===== config.mk =====
export PLATFORM = sky130hd
export DESIGN_NAME = div_seq_restoring_flat
export DESIGN_NICKNAME = d
export VERILOG_FILES = /design/src/rtl/div_seq_restoring_if.sv /design/src/rtl/div_seq_restoring.sv /design/src/flat_wrapper.sv
export SDC_FILE = /design/constraint.sdc
export NUM_CORES = 1
export LEC_CHECK = 0
export ABC_AREA = 1
export ABC_CLOCK_PERIOD_IN_PS = 1800
export CAP_MARGIN = 20
export CORE_MARGIN = 4
export CORE_UTILIZATION = 45
export CTS_CLUSTER_SIZE = 16
export DETAILED_ROUTE_END_ITERATION = 8
export PLACE_DENSITY = 0.7
export SLEW_MARGIN = 0
export SYNTH_ARGS = -nofsm -noshare
export SYNTH_HDL_FRONTEND = slang
export SYNTH_SLANG_ARGS = --single-unit

===== constraint.sdc =====
create_clock -name clk -period 1.8 [get_ports clk]
set_clock_uncertainty 0.05 [all_clocks]
set_input_delay 0.36 -clock clk [delete_from_list [all_inputs] [get_ports clk]]
set_output_delay 0.36 -clock clk [all_outputs]
set_load 0.005 [all_outputs]

===== src/rtl/div_seq_restoring_if.sv =====
// ---------------------------------------------------------------------------
// div_seq_restoring_if
//
// Purpose:
//    Handshake and data bundle between a controlling FSM (master) and the
//    iterative restoring divider (slave).
//
// Signals:
//    start        master -> slave  request a division (taken only when not busy)
//    dividend     master -> slave  numerator, captured on the accepted start edge
//    divisor      master -> slave  denominator, captured on the accepted start edge
//    busy         slave -> master  high while the divider is stepping
//    done         slave -> master  one-cycle pulse when results become valid
//    quotient     slave -> master  result quotient, held until the next result
//    remainder    slave -> master  result remainder, held until the next result
//    div_by_zero  slave -> master  only when DIV_ZERO_DETECT_EN is defined
//
// Configuration macro: DIV_ZERO_DETECT_EN adds the div_by_zero flag.
// ---------------------------------------------------------------------------
interface div_seq_restoring_if #(
    parameter int WIDTH = 8
);

    logic             start;
    logic [WIDTH-1:0] dividend;
    logic [WIDTH-1:0] divisor;
    logic             busy;
    logic             done;
    logic [WIDTH-1:0] quotient;
    logic [WIDTH-1:0] remainder;
`ifdef DIV_ZERO_DETECT_EN
    logic             div_by_zero;
`endif

`ifdef DIV_ZERO_DETECT_EN
    // The controlling FSM drives the request and reads back the results.
    modport master (
        output start, dividend, divisor,
        input  busy, done, quotient, remainder, div_by_zero
    );

    // The divider consumes the request and produces the results.
    modport slave (
        input  start, dividend, divisor,
        output busy, done, quotient, remainder, div_by_zero
    );
`else
    // The controlling FSM drives the request and reads back the results.
    modport master (
        output start, dividend, divisor,
        input  busy, done, quotient, remainder
    );

    // The divider consumes the request and produces the results.
    modport slave (
        input  start, dividend, divisor,
        output busy, done, quotient, remainder
    );
`endif

endinterface : div_seq_restoring_if


===== src/rtl/div_seq_restoring.sv =====
// ---------------------------------------------------------------------------
// div_seq_restoring
//
// Purpose:
//    Iterative unsigned restoring divider. One shift-subtract-restore step is
//    performed per clock, WIDTH steps per division. Dividend bits enter the
//    partial remainder MSB first and one quotient bit is collected per step.
//    Results are published on the edge that enters DONE and are held there
//    until the next division finishes.
//
// Ports:
//    clk     input   system clock, all state changes on the rising edge
//    rst     input   synchronous active-high reset, highest priority
//    divBus  slave modport of div_seq_restoring_if:
//              start/dividend/divisor in, busy/done/quotient/remainder out,
//              plus div_by_zero out when DIV_ZERO_DETECT_EN is defined
//
// Parameters:
//    WIDTH   operand and result width in bits (WIDTH >= 2)
//    CNT_W   step counter width, 2**CNT_W must exceed WIDTH
//
// Configuration macro:
//    DIV_ZERO_DETECT_EN  when defined, a zero divisor skips the stepping
//                        phase and finishes one cycle after start with
//                        quotient = all ones, remainder = dividend and
//                        div_by_zero raised. When undefined, a zero divisor
//                        runs the full sequence and naturally yields the
//                        same quotient and remainder.
// ---------------------------------------------------------------------------
module div_seq_restoring #(
    parameter int WIDTH = 8,
    parameter int CNT_W = 4
) (
    input  logic               clk,
    input  logic               rst,
    div_seq_restoring_if.slave divBus
);

    typedef enum logic [1:0] {
        IDLE = 2'b00,
        RUN  = 2'b01,
        DONE = 2'b10
    } state_t;

    // -----------------------------------------------------------------------
    // State and datapath registers with their next-value wires
    // -----------------------------------------------------------------------
    state_t           r_state;
    state_t           w_stateNext;

    logic [WIDTH-1:0] r_dshift;
    logic [WIDTH-1:0] w_dshiftNext;
    logic [WIDTH-1:0] r_divisor;
    logic [WIDTH-1:0] w_divisorNext;
    logic [WIDTH-1:0] r_partRem;
    logic [WIDTH-1:0] w_partRemNext;
    logic [WIDTH-1:0] r_qAcc;
    logic [WIDTH-1:0] w_qAccNext;
    logic [CNT_W-1:0] r_cnt;
    logic [CNT_W-1:0] w_cntNext;

    logic [WIDTH-1:0] r_quotient;
    logic [WIDTH-1:0] w_quotientNext;
    logic [WIDTH-1:0] r_remainder;
    logic [WIDTH-1:0] w_remainderNext;

`ifdef DIV_ZERO_DETECT_EN
    logic             r_divByZero;
    logic             w_divByZeroNext;
`endif

    // -----------------------------------------------------------------------
    // Single-step datapath wires
    // -----------------------------------------------------------------------
    logic [WIDTH:0]   w_trial;
    logic [WIDTH:0]   w_diff;
    logic             w_borrow;
    logic             w_qBit;
    logic [WIDTH-1:0] w_remStep;
    logic [WIDTH-1:0] w_qStep;
    logic             w_accept;
    logic             w_lastStep;

    // One restoring step. The trial value brings the next dividend bit into
    // the bottom of the partial remainder. Because the partial remainder is
    // always below a nonzero divisor, the top bit of the WIDTH+1 difference
    // is a reliable borrow flag: on borrow we keep the trial (restore),
    // otherwise we keep the difference and emit a quotient one. With a zero
    // divisor the difference equals the trial and never borrows, so the
    // sequence degenerates to quotient = all ones, remainder = dividend.
    always_comb begin
        w_trial   = {r_partRem, r_dshift[WIDTH-1]};
        w_diff    = w_trial - {1'b0, r_divisor};
        w_borrow  = w_diff[WIDTH];
        w_qBit    = ~w_borrow;
        w_remStep = w_borrow ? w_trial[WIDTH-1:0] : w_diff[WIDTH-1:0];
        w_qStep   = (r_qAcc << 1) | {{(WIDTH-1){1'b0}}, w_qBit};
    end

    // A start is only honoured when the divider is not stepping. Accepting
    // in DONE gives back-to-back divisions with no idle bubble, which keeps
    // throughput at one result every WIDTH+1 cycles.
    always_comb begin
        w_accept   = divBus.start && ((r_state == IDLE) || (r_state == DONE));
        w_lastStep = (r_cnt == CNT_W'(1));
    end

    // Next-state and next-register logic. Every register defaults to holding
    // its value; the case statement advances the stepping sequence, and an
    // accepted start then overrides whatever the case chose so that capture
    // looks the same from IDLE and from DONE. The published quotient and
    // remainder only change on the edge into DONE, so mid-run accumulator
    // values never leak to the outputs.
    always_comb begin
        w_stateNext     = r_state;
        w_dshiftNext    = r_dshift;
        w_divisorNext   = r_divisor;
        w_partRemNext   = r_partRem;
        w_qAccNext      = r_qAcc;
        w_cntNext       = r_cnt;
        w_quotientNext  = r_quotient;
        w_remainderNext = r_remainder;
`ifdef DIV_ZERO_DETECT_EN
        w_divByZeroNext = r_divByZero;
`endif

        case (r_state)
            IDLE: begin
                w_stateNext = IDLE;
            end

            RUN: begin
                w_dshiftNext  = r_dshift << 1;
                w_partRemNext = w_remStep;
                w_qAccNext    = w_qStep;
                w_cntNext     = r_cnt - CNT_W'(1);
                if (w_lastStep) begin
                    w_stateNext     = DONE;
                    w_quotientNext  = w_qStep;
                    w_remainderNext = w_remStep;
                end
            end

            DONE: begin
                w_stateNext = IDLE;
            end

            default: begin
                w_stateNext = IDLE;
            end
        endcase

`ifdef DIV_ZERO_DETECT_EN
        // A zero divisor is answered immediately without stepping.
        if (w_accept && (divBus.divisor == '0)) begin
            w_stateNext     = DONE;
            w_quotientNext  = '1;
            w_remainderNext = divBus.dividend;
            w_divByZeroNext = 1'b1;
        end else
`endif
        if (w_accept) begin
            w_stateNext   = RUN;
            w_dshiftNext  = divBus.dividend;
            w_divisorNext = divBus.divisor;
            w_partRemNext = '0;
            w_qAccNext    = '0;
            w_cntNext     = CNT_W'(WIDTH);
`ifdef DIV_ZERO_DETECT_EN
            w_divByZeroNext = 1'b0;
`endif
        end
    end

    // State register. Reset is synchronous and beats everything else,
    // including a division in flight, so an aborted run never reaches DONE
    // and never pulses done.
    always_ff @(posedge clk) begin
        if (rst) begin
            r_state     <= IDLE;
            r_dshift    <= '0;
            r_divisor   <= '0;
            r_partRem   <= '0;
            r_qAcc      <= '0;
            r_cnt       <= '0;
            r_quotient  <= '0;
            r_remainder <= '0;
`ifdef DIV_ZERO_DETECT_EN
            r_divByZero <= 1'b0;
`endif
        end else begin
            r_state     <= w_stateNext;
            r_dshift    <= w_dshiftNext;
            r_divisor   <= w_divisorNext;
            r_partRem   <= w_partRemNext;
            r_qAcc      <= w_qAccNext;
            r_cnt       <= w_cntNext;
            r_quotient  <= w_quotientNext;
            r_remainder <= w_remainderNext;
`ifdef DIV_ZERO_DETECT_EN
            r_divByZero <= w_divByZeroNext;
`endif
        end
    end

    // Handshake outputs decode straight from the registered state, so busy
    // and done are glitch-free and done lasts exactly the one DONE cycle.
    assign divBus.busy      = (r_state == RUN);
    assign divBus.done      = (r_state == DONE);
    assign divBus.quotient  = r_quotient;
    assign divBus.remainder = r_remainder;
`ifdef DIV_ZERO_DETECT_EN
    assign divBus.div_by_zero = r_divByZero;
`endif

endmodule : div_seq_restoring

===== src/flat_wrapper.sv =====
// flat-port wrapper written by rule: the top's interface ports become plain ports
module div_seq_restoring_flat 
#(
    parameter int WIDTH = 8,
    parameter int CNT_W = 4
)
  (clk, rst, divBus_start, divBus_dividend, divBus_divisor, divBus_busy, divBus_done, divBus_quotient, divBus_remainder);
  div_seq_restoring_if #(.WIDTH(WIDTH)) divBus_i ();
  input  logic clk;
  input  logic rst;
  input wire logic [$bits(divBus_i.start)-1:0] divBus_start;
  input wire logic [$bits(divBus_i.dividend)-1:0] divBus_dividend;
  input wire logic [$bits(divBus_i.divisor)-1:0] divBus_divisor;
  output wire logic [$bits(divBus_i.busy)-1:0] divBus_busy;
  output wire logic [$bits(divBus_i.done)-1:0] divBus_done;
  output wire logic [$bits(divBus_i.quotient)-1:0] divBus_quotient;
  output wire logic [$bits(divBus_i.remainder)-1:0] divBus_remainder;
  assign divBus_i.start = divBus_start;
  assign divBus_i.dividend = divBus_dividend;
  assign divBus_i.divisor = divBus_divisor;
  assign divBus_busy = divBus_i.busy;
  assign divBus_done = divBus_i.done;
  assign divBus_quotient = divBus_i.quotient;
  assign divBus_remainder = divBus_i.remainder;
  div_seq_restoring #(.WIDTH(WIDTH), .CNT_W(CNT_W)) u_core (.clk(clk), .rst(rst), .divBus(divBus_i));
endmodule

==> run_results.csv <==
group,metric,value,unit
clocking,cts_sinks,53,
clocking,clock_path_buffers,2,
floorplanning,floorplan.die_area,0.00714,mm^2
worst_setup_path,crit_start,"u_core.r_dshift[7]$_SDFFE_PP0P_",
outcome,violated_checks,"setup timing",
finish,layoutNonFillerInstCount,495,
grt,grt_first_pass_wirelength,10.5,mm
timing,fin_crit_sh,103,%
routing,ant_nets,0,
timing,finish_stage_setup_viols,13,
grt,grt_remaining_overflow,0,
outcome,outcome,"finished, violations left",
worst_setup_path,criticalPathCategory,"flop to flop",
grt,grt.busiest_layer,"met2",
grt,globalRouteMet2Util,31.9,%
timing,setup_slack,-0.0454,ns
worst_setup_path,worst-path-max-fanout,7,
grt,maximum_number_of_pins_on_one_net_before_global_route_repair,37,
finish,areaGrowthSynthToFinish,29.8,%
floorplanning,floorplan.initialDensity,47.0,%
routing,dr.first_iter.drc_count,133,
placed_design,finalWeightedCongestion,0.774,
grt,via_count_of_the_first_global_routing_pass,2479,
floorplanning,rows,27,
routing,drt_wl_total,6.04,mm
finish,finalCoreUtilization,61.0,%
power_and_ir_drop,power.leakage,1.57,nW
synth,postSynthRegisterBits,53,
grt,groute.usage.overall,17.5,%
timing,final_max_slew_viol_count,0,
worst_setup_path,endpoint_class_of_the_critical_path,"flop",
power_and_ir_drop,power-per-cell-area,820,mW/mm^2
timing,max-slew-margin-rel,75.6,%
timing,fmax,542,MHz
worst_setup_path,start_kind,"flop",
worst_setup_path,data_arrival_time_of_the_critical_path,2.00,ns
synth,netlist_instances,366,
power_and_ir_drop,finalPower,2.80,mW
clocking,cts_tree,"built",
floorplanning,die-width,84.5,um
synth,ys.flop_type,"sky130_fd_sc_hd__dfxtp_1",
clocking,worst_setup_hold_path_clk_slew,0.10,ns
clocking,cts_root_buf,"sky130_fd_sc_hd__clkbuf_8",
clocking,cts_made_buffers,5,
routing,router_iterations_before_antenna_repair,6,
clocking,clock_tree.htree_level_count,2,
synth,synth_fp_nets,396,
floorplanning,pin_count,37,
placed_design,dpl.hpwl,4.36,mm
grt,antenna_violations_before_repair,0,
synth,synth_top_cells_by_area,"sky130_fd_sc_hd__dfxtp_1, sky130_fd_sc_hd__nand2_1, sky130_fd_sc_hd__inv_1",
worst_setup_path,worstReg2RegStart,"u_core.r_dshift[7]$_SDFFE_PP0P_",
synth,synth_seq_area_share,40.3,%
synth,synth.cells.most_frequent,"sky130_fd_sc_hd__nand2_1, sky130_fd_sc_hd__inv_1, sky130_fd_sc_hd__dfxtp_1, sky130_fd_sc_hd__nor2_1, sky130_fd_sc_hd__nand3_1",
synth,synth.largest_area_cell,"sky130_fd_sc_hd__dfxtp_1",
finish,post_route_cells_drive_above_1_share,15.6,%
synth,number_of_synthesis_warnings,0,
routing,average_via_count_per_standard_cell,4.88,
grt,use_met1,21.4,%
clocking,cts_hold_buffers,0,
run,max_cap_violations,0,
placed_design,port-buffer-count,36,
synth,asyncSetResetFlopFracSynth,0,%
floorplanning,core_region_area,0.00561,mm^2
synth,syn-mean-instance-area,7.20,um^2
synth,syn-cell-area,0.00263,mm^2
min_path,hold_path.class,"flop to flop",
placed_design,placed_cells,485,
min_path,worst_hold_startpoint,"u_core.r_divisor[3]$_SDFFE_PP0P_",
floorplanning,overall_die_height,84.5,um
grt,grtUsageMet3,2.85,%
clocking,clkLatencyLatePin,0.31,ns
timing,min_period,1.85,ns
timing,final_hold_fails,0,
synth,synth-edff-count,0,
power_and_ir_drop,vdd_ir_drop_max,0.627,mV
finish,final_nets,452,
synth,yosys.area.top_type_share,40.3,%
synth,yosysUniqueCellTypes,31,
timing,setup_repair_after_global_routing_missed_its_margin,"true",
finish,insertedDiodeCount,0,
routing,detail_route.wl_per_cell,12.2,um
timing,tightestPinTransition,0.366,ns
routing,drt_drc_violations_left,0,
worst_setup_path,critical_path_required,1.95,ns
routing,routed-via-count,2414,
synth,synth.most_common_cell,"sky130_fd_sc_hd__nand2_1",
## cells in the final DEF, fill, tap and decap left out, types with 2 or more instances in the layout
master and n:
sky130_fd_sc_hd__nand2_1 62, sky130_fd_sc_hd__inv_1 58, sky130_fd_sc_hd__dfxtp_1 51, sky130_fd_sc_hd__nor2_1 44
sky130_fd_sc_hd__nand3_1 37, sky130_fd_sc_hd__clkdlybuf4s50_1 36, sky130_fd_sc_hd__o21ai_0 24, sky130_fd_sc_hd__buf_4 22
sky130_fd_sc_hd__a21oi_1 21, sky130_fd_sc_hd__nand2_2 10, sky130_fd_sc_hd__ha_1 7, sky130_fd_sc_hd__a221oi_1 5
sky130_fd_sc_hd__clkbuf_8 5, sky130_fd_sc_hd__inv_2 4, sky130_fd_sc_hd__nand2_4 4, sky130_fd_sc_hd__nand3_2 3
sky130_fd_sc_hd__ha_4 3, sky130_fd_sc_hd__nand3_4 2, sky130_fd_sc_hd__nand2_8 2, sky130_fd_sc_hd__xnor2_1 2
sky130_fd_sc_hd__clkbuf_1 2, sky130_fd_sc_hd__buf_12 2, sky130_fd_sc_hd__dfxtp_2 2
## where the power goes
part           leakage (nW)  switching (mW)  total (mW)  internal [mW]
Combinational          1.10           0.488       0.851          0.362
Sequential            0.434          0.0395        1.28           1.24
Clock                0.0385           0.397       0.674          0.277
## path summary, 6_finish.rpt
kind / end / slack, ns / depth (start not counted)
worst max-delay path: u_core.r_qAcc[0]$_SDFFE_PP0P_ / -0.05 / 12
worst min-delay path: u_core.r_divisor[3]$_SDFFE_PP0P_ / 0.42 / 2
worst max register to register: u_core.r_qAcc[0]$_SDFFE_PP0P_ / -0.05 / 12
worst min register to register: u_core.r_divisor[3]$_SDFFE_PP0P_ / 0.42 / 2
## cells by family after synthesis
| family | after synthesis | synth area share [%] |
|---|---|---|
| adders and majority gates | 11 | 5.51 |
| DFF | 53 | 40.3 |
| xor gates and xnor gates | 3 | 0.998 |
| AOI/OAI and AO/OA | 55 | 11.8 |
| and+or+nand+nor | 171 | 30.7 |
| buffers and inverters | 73 | 10.7 |
## metrics by stage
stage	setup TNS (ns)	hold slack, ns	setup slack (ns)	cell area (um^2)
floorplan	0	0.383	0.0118	2640
global placement	-0.573	0.402	-0.0516	3230
detailed placement	-1.86	0.405	-0.125	3230
CTS	-0.510	0.420	-0.0429	3390
global route	-2.15	0.444	-0.153	3420
finish	-0.318	0.417	-0.0454	3420
## area by class of cell
cell class / instances / area [um^2]
Clock buffer: 7 / 76.3
Clock inverter: 1 / 7.51
Sequential cell: 53 / 1060
Multi-Input combinational cell: 240 / 1380
Fill cell: 526 / 2190
Timing Repair Buffer: 60 / 566
Inverter: 62 / 233
Tap cell: 72 / 90.1
## registers in the layout, summed over array words and instances (netlist names)
signal / cells
u_core.r_state: 2
u_core.r_divisor: 8
u_core.r_dshift: 8
u_core.divBus.quotient: 8
u_core.r_cnt: 4
u_core.divBus.remainder: 8
u_core.r_partRem: 8
u_core.r_qAcc: 7
## metal layers
layer  vias up  part of all wire (%)  wire, um
met5         -                     0         0
met4         0                   1.0        63
met3         7                   2.6       159
met2        28                    51      3080
met1      1109                    45      2740
li1       1270                     -         -
## worst max-delay path: stages, from the launching register on
cell and delay [ns]:
sky130_fd_sc_hd__dfxtp_2 0.34, sky130_fd_sc_hd__inv_2 0.07, sky130_fd_sc_hd__ha_4 0.12, sky130_fd_sc_hd__inv_2 0.04
sky130_fd_sc_hd__fa_2 0.35, sky130_fd_sc_hd__nand2_2 0.09, sky130_fd_sc_hd__nand2_4 0.06, sky130_fd_sc_hd__nand3_4 0.09
sky130_fd_sc_hd__nand2_4 0.09, sky130_fd_sc_hd__nand2_8 0.12, sky130_fd_sc_hd__nand2_8 0.08, sky130_fd_sc_hd__o21ai_0 0.18
sky130_fd_sc_hd__inv_1 0.06
## what timing repair did
action                                  4_1_cts  5_1_grt
pin swaps                                    10       10
setup buffers                                 1        1
endpoints found under the setup margin       18       18
resized for setup                            17        3
No activity file was read; power rests on OpenSTA's default activity.
